### config.mk
export PLATFORM = sky130hd
export DESIGN_NAME = wb_trace_exp_mem
export DESIGN_NICKNAME = d
export VERILOG_FILES = /design/src/rtl/wb_trace_exp_mem.sv
export SDC_FILE = /design/constraint.sdc
export NUM_CORES = 1
export LEC_CHECK = 0
export CAP_MARGIN = 20
export CELL_PAD_IN_SITES_DETAIL_PLACEMENT = 0
export CELL_PAD_IN_SITES_GLOBAL_PLACEMENT = 2
export CORE_ASPECT_RATIO = 1.2
export CORE_UTILIZATION = 25
export CTS_CLUSTER_SIZE = 16
export DETAILED_ROUTE_END_ITERATION = 10
export DONT_BUFFER_PORTS = 1
export PLACE_DENSITY_LB_ADDON = 0.2
export SETUP_SLACK_MARGIN = 0.02
export SLEW_MARGIN = 40
export SYNTH_ARGS = -nofsm -noshare
export SYNTH_HDL_FRONTEND = slang
export SYNTH_SLANG_ARGS = --single-unit
### constraint.sdc
create_clock -name clk_i -period 2.9 [get_ports clk_i]
set_clock_uncertainty 0.05 [all_clocks]
set_input_delay 0.435 -clock clk_i [delete_from_list [all_inputs] [get_ports clk_i]]
set_output_delay 0.435 -clock clk_i [all_outputs]
set_load 0.005 [all_outputs]
### src/rtl/wb_trace_exp_mem.sv
// Expected-write list: register array with one write port and a
// combinational read port so the current entry is visible the same cycle.
module wb_trace_exp_mem #(
    parameter int DEPTH   = 64,
    parameter int AW      = 6,
    parameter int ENTRY_W = 21
) (
    input  logic               clk_i,
    input  logic               we_i,
    input  logic [AW-1:0]      waddr_i,
    input  logic [ENTRY_W-1:0] wdata_i,
    input  logic [AW-1:0]      raddr_i,
    output logic [ENTRY_W-1:0] rdata_o
);

    logic [ENTRY_W-1:0] mem_q [DEPTH];

    // Contents are deliberately not reset so a list loaded once survives reruns
    always_ff @(posedge clk_i) begin
        if (we_i) begin
            mem_q[waddr_i] <= wdata_i;
        end
    end

    assign rdata_o = mem_q[raddr_i];

endmodule

==> results.json, run 1 <==
{
  "status": "finished with violations",
  "violations": "setup timing",
  "via_per_inst": 4.56,
  "synthArstFlopShare": 0,
  "grt_use_total": 0.145,
  "worstPathArrival_ns": 2.70,
  "fmax_mhz": 314,
  "instances_no_fill": 5275,
  "synth_top_family_by_area": "multiplexers",
  "cpPeakStageDelay_ns": 0.56,
  "synthesis.nets": 2204,
  "reg.largest.list": "mem_q: 1344 flops",
  "ios": 56,
  "cts_max_level": 4,
  "netlist_area_mm2": 0.0513,
  "finalSetupViolCount": 21,
  "period_needed_ns": 3.19,
  "p_leak_nw": 19.3,
  "routabilityCongestion": 0.726,
  "syn_inst": 2169,
  "syn_area_per_cell_um2": 23.6,
  "max_cap_violations": 0,
  "hold_ws_ns": 0.0881,
  "port_buffers": 0,
  "routed.top_layer": "met5",
  "hold_path.class": "in -> reg",
  "fillers": 19500,
  "grt_first_pass_wirelength_mm": 209,
  "core_mm2": 0.203,
  "finalWirelength_mm": 155,
  "largest_reg_flops": 1344,
  "critPathTopFamily": "multiplexers",
  "cp_cell_sequence": "mux4_2, mux4_2, o21ai_4, o31ai_4, buf_4",
  "synth_top_flop_cell": "edfxtp_1",
  "synth_xor_area_frac": 0,
  "fp.dieW_um": 416,
  "worstSetupEndpointType": "output pin",
  "root_buffer": "clkbuf_16",
  "cp_max_fo": 1,
  "dieArea_mm2": 0.207,
  "path_clk_slew_ns": 0.06,
  "ys_types": 34,
  "wl_met1_mm": 60.2,
  "clock_path_buffers": 3,
  "wire_per_inst_um": 29.3,
  "cts_sinks": 1344,
  "vias": 24100,
  "post-route-util": 0.309,
  "power_density_mw_per_mm2": 657,
  "rsz0062_at_grt": "true",
  "finalHoldViolCount": 0,
  "synth_compound_area_frac": 0.0189,
  "drtAntennaViolNets": 0,
  "slew_violations": 0,
  "nets": 2548,
  "placed_cells": 4935,
  "crit_required_ns": 2.41,
  "route.met3.wl_mm": 4.87,
  "top_register": "mem_q",
  "cts_buffers": 141,
  "max-slew-margin-rel": 0.296,
  "grt_overflow": 0,
  "syn_to_final_growth_pct": 22.5,
  "cts_tree": "done",
  "dr.pass1.iters": 5,
  "worst_pin_slew_ns": 1.06,
  "yosys_warnings": 0,
  "synth_fa_ha_area_frac": 0,
  "slowest_stage": "mux4_2",
  "crit_buf_inv": 1,
  "num_rows": 181,
  "grt_pass1_vias": 25700,
  "crit_top_cell": "mux4_2",
  "antenna_found_initial": 3,
  "synth_top_area_cell": "edfxtp_1",
  "synthSimpleGateAreaFrac": 0.0147,
  "p_total_w": 0.0413,
  "synthTopCellsByArea": "edfxtp_1 (79%), mux4_2 (16%), mux2i_1 (1.0%)",
  "synthMuxAreaShare": 0.168,
  "synth_edf_count": 1344,
  "period_share": 1.10,
  "die_y_um": 498,
  "drc": 0,
  "cp-start-kind": "flip-flop",
  "finalSetupTns_ns": -4.88,
  "peakVddDrop_mv": 0.555,
  "yosysSeqAreaShare": 0.787,
  "synth.top_cell.area_share": 0.787,
  "layout_setup_ws_ns": -0.289,
  "critPathKind": "reg -> out",
  "drive_gt1_frac": 0.384,
  "ys_seq_elements": 1344,
  "initial_core_util": 0.252,
  "place_hpwl_mm": 84.4,
  "route.met2.wl_mm": 85.5,
  "grt_max_degree": 323,
  "drt_iter0_markers": 1896
}
layout make-up:
| cell class | count | area, µm² | area share |
|---|---|---|---|
| Antenna cell | 1 | 2.50 | 0.0000398 |
| Clock buffer | 181 | 3780 | 0.0602 |
| Clock inverter | 70 | 556 | 0.00884 |
| Multi-Input combinational cell | 707 | 11200 | 0.179 |
| Sequential cell | 1344 | 40400 | 0.642 |
| Tap cell | 2653 | 3320 | 0.0528 |
| Timing Repair Buffer | 319 | 3570 | 0.0569 |
synthesized netlist by cell type, types with 2 or more instances:
library cell / instances
nand2b_1: 6
o21ai_1: 2
nor2b_1: 25
mux2i_1: 51
o221ai_1: 34
buf_6: 5
mux2_2: 6
buf_4: 28
a21oi_1: 14
nand3_1: 9
or4_1: 6
clkbuf_1: 53
o21ai_0: 21
nand3b_1: 6
edfxtp_1: 1344
mux4_2: 356
nor3_1: 3
a22oi_1: 16
o22ai_1: 18
o31ai_1: 20
nand4_1: 3
a211oi_1: 14
nand2_1: 16
nor2_1: 73
buf_2: 24
buf_1: 8
layout by cell type, fill, tap and decap left out, types with 6 or more instances in the layout:
| cell type | n |
|---|---|
| a211oi_1 | 13 |
| nand3_1 | 7 |
| mux4_2 | 356 |
| edfxtp_1 | 1344 |
| buf_6 | 14 |
| nor2_2 | 67 |
| nor2_1 | 6 |
| nand2_1 | 14 |
| buf_4 | 218 |
| o21ai_2 | 11 |
| a21oi_1 | 14 |
| nand2b_1 | 6 |
| buf_16 | 27 |
| o221ai_4 | 6 |
| mux2i_2 | 8 |
| clkinv_2 | 19 |
| dlygate4sd3_1 | 24 |
| or4_4 | 6 |
| o31ai_4 | 15 |
| o221ai_1 | 15 |
| o21ai_0 | 6 |
| mux2i_1 | 38 |
| clkinv_1 | 31 |
| nor2b_1 | 25 |
| o22ai_1 | 18 |
| buf_12 | 21 |
| nand3b_1 | 6 |
| clkbuf_16 | 161 |
| mux2_2 | 6 |
| clkbuf_1 | 35 |
| bufinv_16 | 7 |
| a22oi_2 | 13 |
| o221ai_2 | 13 |
what timing repair did:
item,CTS,global route
endpoints found under the setup margin,21,21
gates resized for setup,115,41
setup buffers,0,30
hold buffers,45,0
cloned,0,19
endpoints found under the hold margin,1356,0
pin swaps,20,21
worst min-delay path, stage by stage:
cell,delay (ns)
nand2_1,0.09
nor2_2,0.05
buf_4,0.16
path summary, 6_finish.rpt:
path / startpoint / slack [ns] / cells past startpoint / to
setup / recovery: mem_q[39][19] / -0.29 / 5 / rdata_o[19]
hold / removal: waddr_i[2] / 0.09 / 3 / mem_q[54][0]
layer usage:
layer  track usage  vias up
li1              -    10100
met5             0        -
met4        0.0474        2
met1         0.169    13400
met2         0.272      442
met3        0.0195      195
through the flow:
step,setup WS (ns),instance area (µm²)
after floorplan,0.227,51300
after global placement,-0.631,56100
after detailed placement,-0.573,56100
after CTS,-0.372,61800
after global routing,-0.342,62800
final,-0.289,62800
power breakdown:
| group | internal (W) | switching [W] | leakage [nW] | total (W) |
|---|---|---|---|---|
| Sequential | 0.0215 | 0.0000267 | 12.1 | 0.0215 |
| Clock | 0.00984 | 0.00756 | 2.11 | 0.0174 |
| Combinational | 0.00111 | 0.00125 | 5.14 | 0.00236 |
| Total | 0.0324 | 0.00884 | 19.3 | 0.0413 |
cell families (layout without fill, tap and decap cells):
logic type,Yosys count,count (layout)
AND/OR/NAND/NOR,155,155
buffers and inverters,118,570
other,0,1
flip-flops,1344,1344
multiplexers,413,413
AO/OA/AOI/OAI,139,139
No activity file was read; power rests on OpenSTA's default activity.
==> inputs of run 2 (changes only) <==
--- a/config.mk
+++ b/config.mk
@@ -9,11 +9,12 @@
 export CELL_PAD_IN_SITES_DETAIL_PLACEMENT = 0
 export CELL_PAD_IN_SITES_GLOBAL_PLACEMENT = 2
 export CORE_ASPECT_RATIO = 1.2
-export CORE_UTILIZATION = 25
+export CORE_UTILIZATION = 40
 export CTS_CLUSTER_SIZE = 16
 export DETAILED_ROUTE_END_ITERATION = 10
 export DONT_BUFFER_PORTS = 1
 export PLACE_DENSITY_LB_ADDON = 0.2
+export REMOVE_ABC_BUFFERS = 1
 export SETUP_SLACK_MARGIN = 0.02
 export SLEW_MARGIN = 40
 export SYNTH_ARGS = -nofsm -noshare
==> results.json, run 2 (same netlist as run 1, synthesis figures left out) <==
{
  "finalWirelength_mm": 132,
  "path_clk_slew_ns": 0.06,
  "nets": 2422,
  "grt_use_total": 0.207,
  "num_rows": 143,
  "slowest_stage": "mux4_2",
  "fmax_mhz": 297,
  "drc": 10,
  "hold_path.class": "in -> reg",
  "root_buffer": "clkbuf_16",
  "wire_per_inst_um": 31.7,
  "cp_max_fo": 289,
  "cts_max_level": 4,
  "fp.dieW_um": 329,
  "worstPathArrival_ns": 2.88,
  "clock_path_buffers": 3,
  "cp_cell_sequence": "mux4_2, mux2i_1, a21oi_1, buf_4, o21ai_4, o31ai_4, buf_4",
  "dieArea_mm2": 0.130,
  "dpl_cell_area_mm2": 0.0542,
  "period_share": 1.16,
  "via_per_inst": 5.65,
  "reg.largest.list": "mem_q: 1344 flops",
  "cpPeakStageDelay_ns": 0.89,
  "mostFrequentLayoutCell": "edfxtp_1",
  "max-slew-margin-rel": 0.178,
  "grt_first_pass_wirelength_mm": 186,
  "fillers": 10300,
  "worstSetupEndpointType": "output pin",
  "grt_overflow": 0,
  "finalHoldViolCount": 0,
  "finalSetupTns_ns": -6.69,
  "place_hpwl_mm": 70.2,
  "initial_core_util": 0.404,
  "antenna_found_initial": 7,
  "syn_to_final_growth_pct": 16.5,
  "dr.pass1.iters": 8,
  "max_cap_violations": 0,
  "worst_pin_slew_ns": 1.23,
  "status": "finished with violations",
  "crit_top_cell": "buf_4",
  "crit_required_ns": 2.41,
  "critPathKind": "in -> out",
  "drtAntennaViolNets": 0,
  "cts_buffers": 141,
  "power_density_mw_per_mm2": 680,
  "cts_tree": "done",
  "slew_violations": 0,
  "finish.instance_area_mm2": 0.0597,
  "peakVddDrop_mv": 0.513,
  "period_needed_ns": 3.37,
  "core_mm2": 0.127,
  "rsz0062_at_grt": "true",
  "grt_pass1_vias": 24700,
  "routabilityCongestion": 0.774,
  "top_register": "mem_q",
  "finalSetupViolCount": 21,
  "die_y_um": 394,
  "grt_max_degree": 323,
  "ios": 56,
  "multi_input_area_mm2": 0.0109,
  "p_leak_nw": 18.5,
  "critPathTopFamily": "multiplexers",
  "layout_setup_ws_ns": -0.470,
  "cts_sinks": 1344,
  "violations": "DRC, setup timing",
  "cp-start-kind": "primary input",
  "largest_reg_flops": 1344,
  "port_buffers": 0,
  "crit_buf_inv": 2,
  "drt_iter0_markers": 2254,
  "drive_gt1_frac": 0.335,
  "vias": 23500,
  "final_cell_mix": "edfxtp_1 (1344), mux4_2 (356), clkbuf_16 (149)",
  "seq_area_mm2": 0.0404
}
run 2: cell count changes in the layout (fill, tap and decap cells not counted), sizes merged:
cell      previous run  this run
clkinv              54        50
inv                  5         8
clkbuf             196       184
buf                280       169
clkinvlp             4         2
run 2: final cells by class:
class                      instances  share of cell area
sequential                      1344               0.676
multi-input combinational        707               0.182
clock buffer                     184              0.0646
tap                             1667              0.0349
timing repair buffer             193              0.0341
clock inverter                    67             0.00848
antenna                            1           0.0000419
run 2: layer usage:
layer,wire [µm],part of all wire,track usage
met4,4290,0.033,0.0761
met1,51300,0.39,0.263
met3,8320,0.063,0.0434
met2,68000,0.52,0.350
met5,0,0,0
run 2: final timing paths:
path,start,to,slack [ns],cells past startpoint
worst max-delay path,raddr_i[1],rdata_o[8],-0.47,7
worst min-delay path,waddr_i[0],mem_q[55][16],0.08,2
run 2: report_power, final:
group / internal [W] / switching [W] / total [W] / leakage, nW
sequential: 0.0215 / 0.0000270 / 0.0215 / 12.1
clock: 0.00997 / 0.00724 / 0.0172 / 2.14
combinational: 0.000887 / 0.000975 / 0.00186 / 4.25
total: 0.0324 / 0.00824 / 0.0406 / 18.5
run 2: repair_timing:
action	in CTS	in global routing
pin swaps	18	17
buffers inserted	0	0
hold buffers	45	0
gates resized for setup	86	6
endpoints found under the setup margin	21	21
endpoints found under the hold margin	1370	0
run 2: stage by stage:
stage	total power (W)	util	setup slack, ns	cells	hold WS, ns
2_1_floorplan	0.0227	-	0.139	2051	0.484
6_report	0.0406	0.471	-0.470	4163	0.0764
4_1_cts	0.0410	0.471	-0.403	4162	0.0313
3_3_place_gp	0.0232	0.427	-0.569	3872	0.489
5_1_grt	0.0418	0.471	-0.396	4162	0.0628
3_5_place_dp	0.0233	0.427	-0.619	3872	0.490
==> inputs of run 3 (changes only) <==
--- a/config.mk
+++ b/config.mk
@@ -13,8 +13,8 @@
 export CTS_CLUSTER_SIZE = 16
 export DETAILED_ROUTE_END_ITERATION = 10
 export DONT_BUFFER_PORTS = 1
+export GPL_ROUTABILITY_DRIVEN = 0
 export PLACE_DENSITY_LB_ADDON = 0.2
-export REMOVE_ABC_BUFFERS = 1
 export SETUP_SLACK_MARGIN = 0.02
 export SLEW_MARGIN = 40
 export SYNTH_ARGS = -nofsm -noshare
==> results.json, run 3 (same netlist as run 1, synthesis figures left out) <==
{
  "worstPathArrival_ns": 2.77,
  "status": "finished with violations",
  "fp.dieW_um": 329,
  "finish.instance_area_mm2": 0.0601,
  "antenna_found_initial": 4,
  "vias": 24100,
  "cp-start-kind": "primary input",
  "ios": 56,
  "dpl_cell_area_mm2": 0.0543,
  "drc": 10,
  "port_buffers": 0,
  "slowest_stage": "mux4_2",
  "period_share": 1.12,
  "crit_required_ns": 2.41,
  "path_clk_slew_ns": 0.05,
  "finalHoldViolCount": 0,
  "finalWirelength_mm": 141,
  "nets": 2448,
  "fmax_mhz": 308,
  "hold_path.class": "in -> reg",
  "worstSetupEndpointType": "output pin",
  "cts_tree": "done",
  "final_cell_mix": "edfxtp_1 (1344), mux4_2 (356), clkbuf_16 (155)",
  "cts_buffers": 139,
  "cts_max_level": 4,
  "via_per_inst": 5.78,
  "critPathKind": "in -> out",
  "drt_iter0_markers": 2802,
  "worst_pin_slew_ns": 1.10,
  "layout_setup_ws_ns": -0.350,
  "period_needed_ns": 3.25,
  "wire_per_inst_um": 33.7,
  "peakVddDrop_mv": 0.558,
  "finalSetupViolCount": 21,
  "cp_max_fo": 289,
  "finalSetupTns_ns": -4.58,
  "mostFrequentLayoutCell": "edfxtp_1",
  "post-route-util": 0.474,
  "crit_top_cell": "buf_4",
  "cp_cell_sequence": "mux4_2, mux2i_1, buf_4, a22oi_1, o221ai_1, buf_4, o31ai_2, buf_4",
  "violations": "DRC, setup timing",
  "root_buffer": "clkbuf_16",
  "p_leak_nw": 18.7,
  "die_y_um": 394,
  "rsz0062_at_grt": "true",
  "largest_reg_flops": 1344,
  "clock_path_buffers": 3,
  "core_mm2": 0.127,
  "grt_first_pass_wirelength_mm": 194,
  "drtAntennaViolNets": 0,
  "max_cap_violations": 0,
  "drive_gt1_frac": 0.343,
  "grt_max_degree": 323,
  "top_register": "mem_q",
  "reg.largest.list": "mem_q: 1344 flops",
  "critPathTopFamily": "compound AO/OA/AOI/OAI gates",
  "grt_overflow": 0,
  "grt_use_total": 0.216,
  "max-slew-margin-rel": 0.269,
  "num_rows": 143,
  "dieArea_mm2": 0.130,
  "syn_to_final_growth_pct": 17.2,
  "cpPeakStageDelay_ns": 0.48,
  "grt_pass1_vias": 25000,
  "crit_buf_inv": 3,
  "cts_sinks": 1344,
  "dr.pass1.iters": 8,
  "place_hpwl_mm": 73.4,
  "power_density_mw_per_mm2": 679,
  "hold_ws_ns": 0.0257,
  "initial_core_util": 0.404,
  "slew_violations": 0
}
## run 3: where the power goes
group / switching [W] / internal [W] / total (W)
registers: 0.0000270 / 0.0215 / 0.0215
clock network: 0.00720 / 0.00995 / 0.0172
logic: 0.00118 / 0.000953 / 0.00214
## run 3: final cells by class
class                           instances  area, µm²
Sequential cell                      1344      40400
Timing Repair Buffer                  221       2550
Clock inverter                         57        561
Multi-Input combinational cell        707      10800
Tap cell                             1667       2090
Antenna cell                            1       2.50
Clock buffer                          172       3730
Fill cell                           10200      66700
## run 3: worst paths after layout
kind  slack [ns]  cells after the start             to         from
min         0.03                      1  mem_q[31][17]  wdata_i[17]
max        -0.35                      8    rdata_o[13]   raddr_i[1]
## run 3: what timing repair did
action	in CTS	in global routing
hold endpoints to repair	1344	0
buffers inserted	0	4
pin swaps	5	6
gates cloned	0	13
resized for setup	62	22
endpoints found under the setup margin	21	21
hold buffers	39	0
## run 3: routing by layer
metal  up-vias  wire [µm]  GRT usage
met5         -          0          0
met4         0       3590     0.0623
met3       175       8170     0.0422
met2       746      72600      0.368
met1     13300      56300      0.281
li1       9854          -          -
## run 3: through the flow
step	worst slack [ns]	power, W	std cells
3_3_place_gp	-0.332	0.0233	3881
5_1_grt	-0.355	0.0419	4168
4_1_cts	-0.362	0.0409	4148
6_report	-0.350	0.0408	4169
2_1_floorplan	0.227	0.0230	2169
3_5_place_dp	-0.268	0.0233	3881
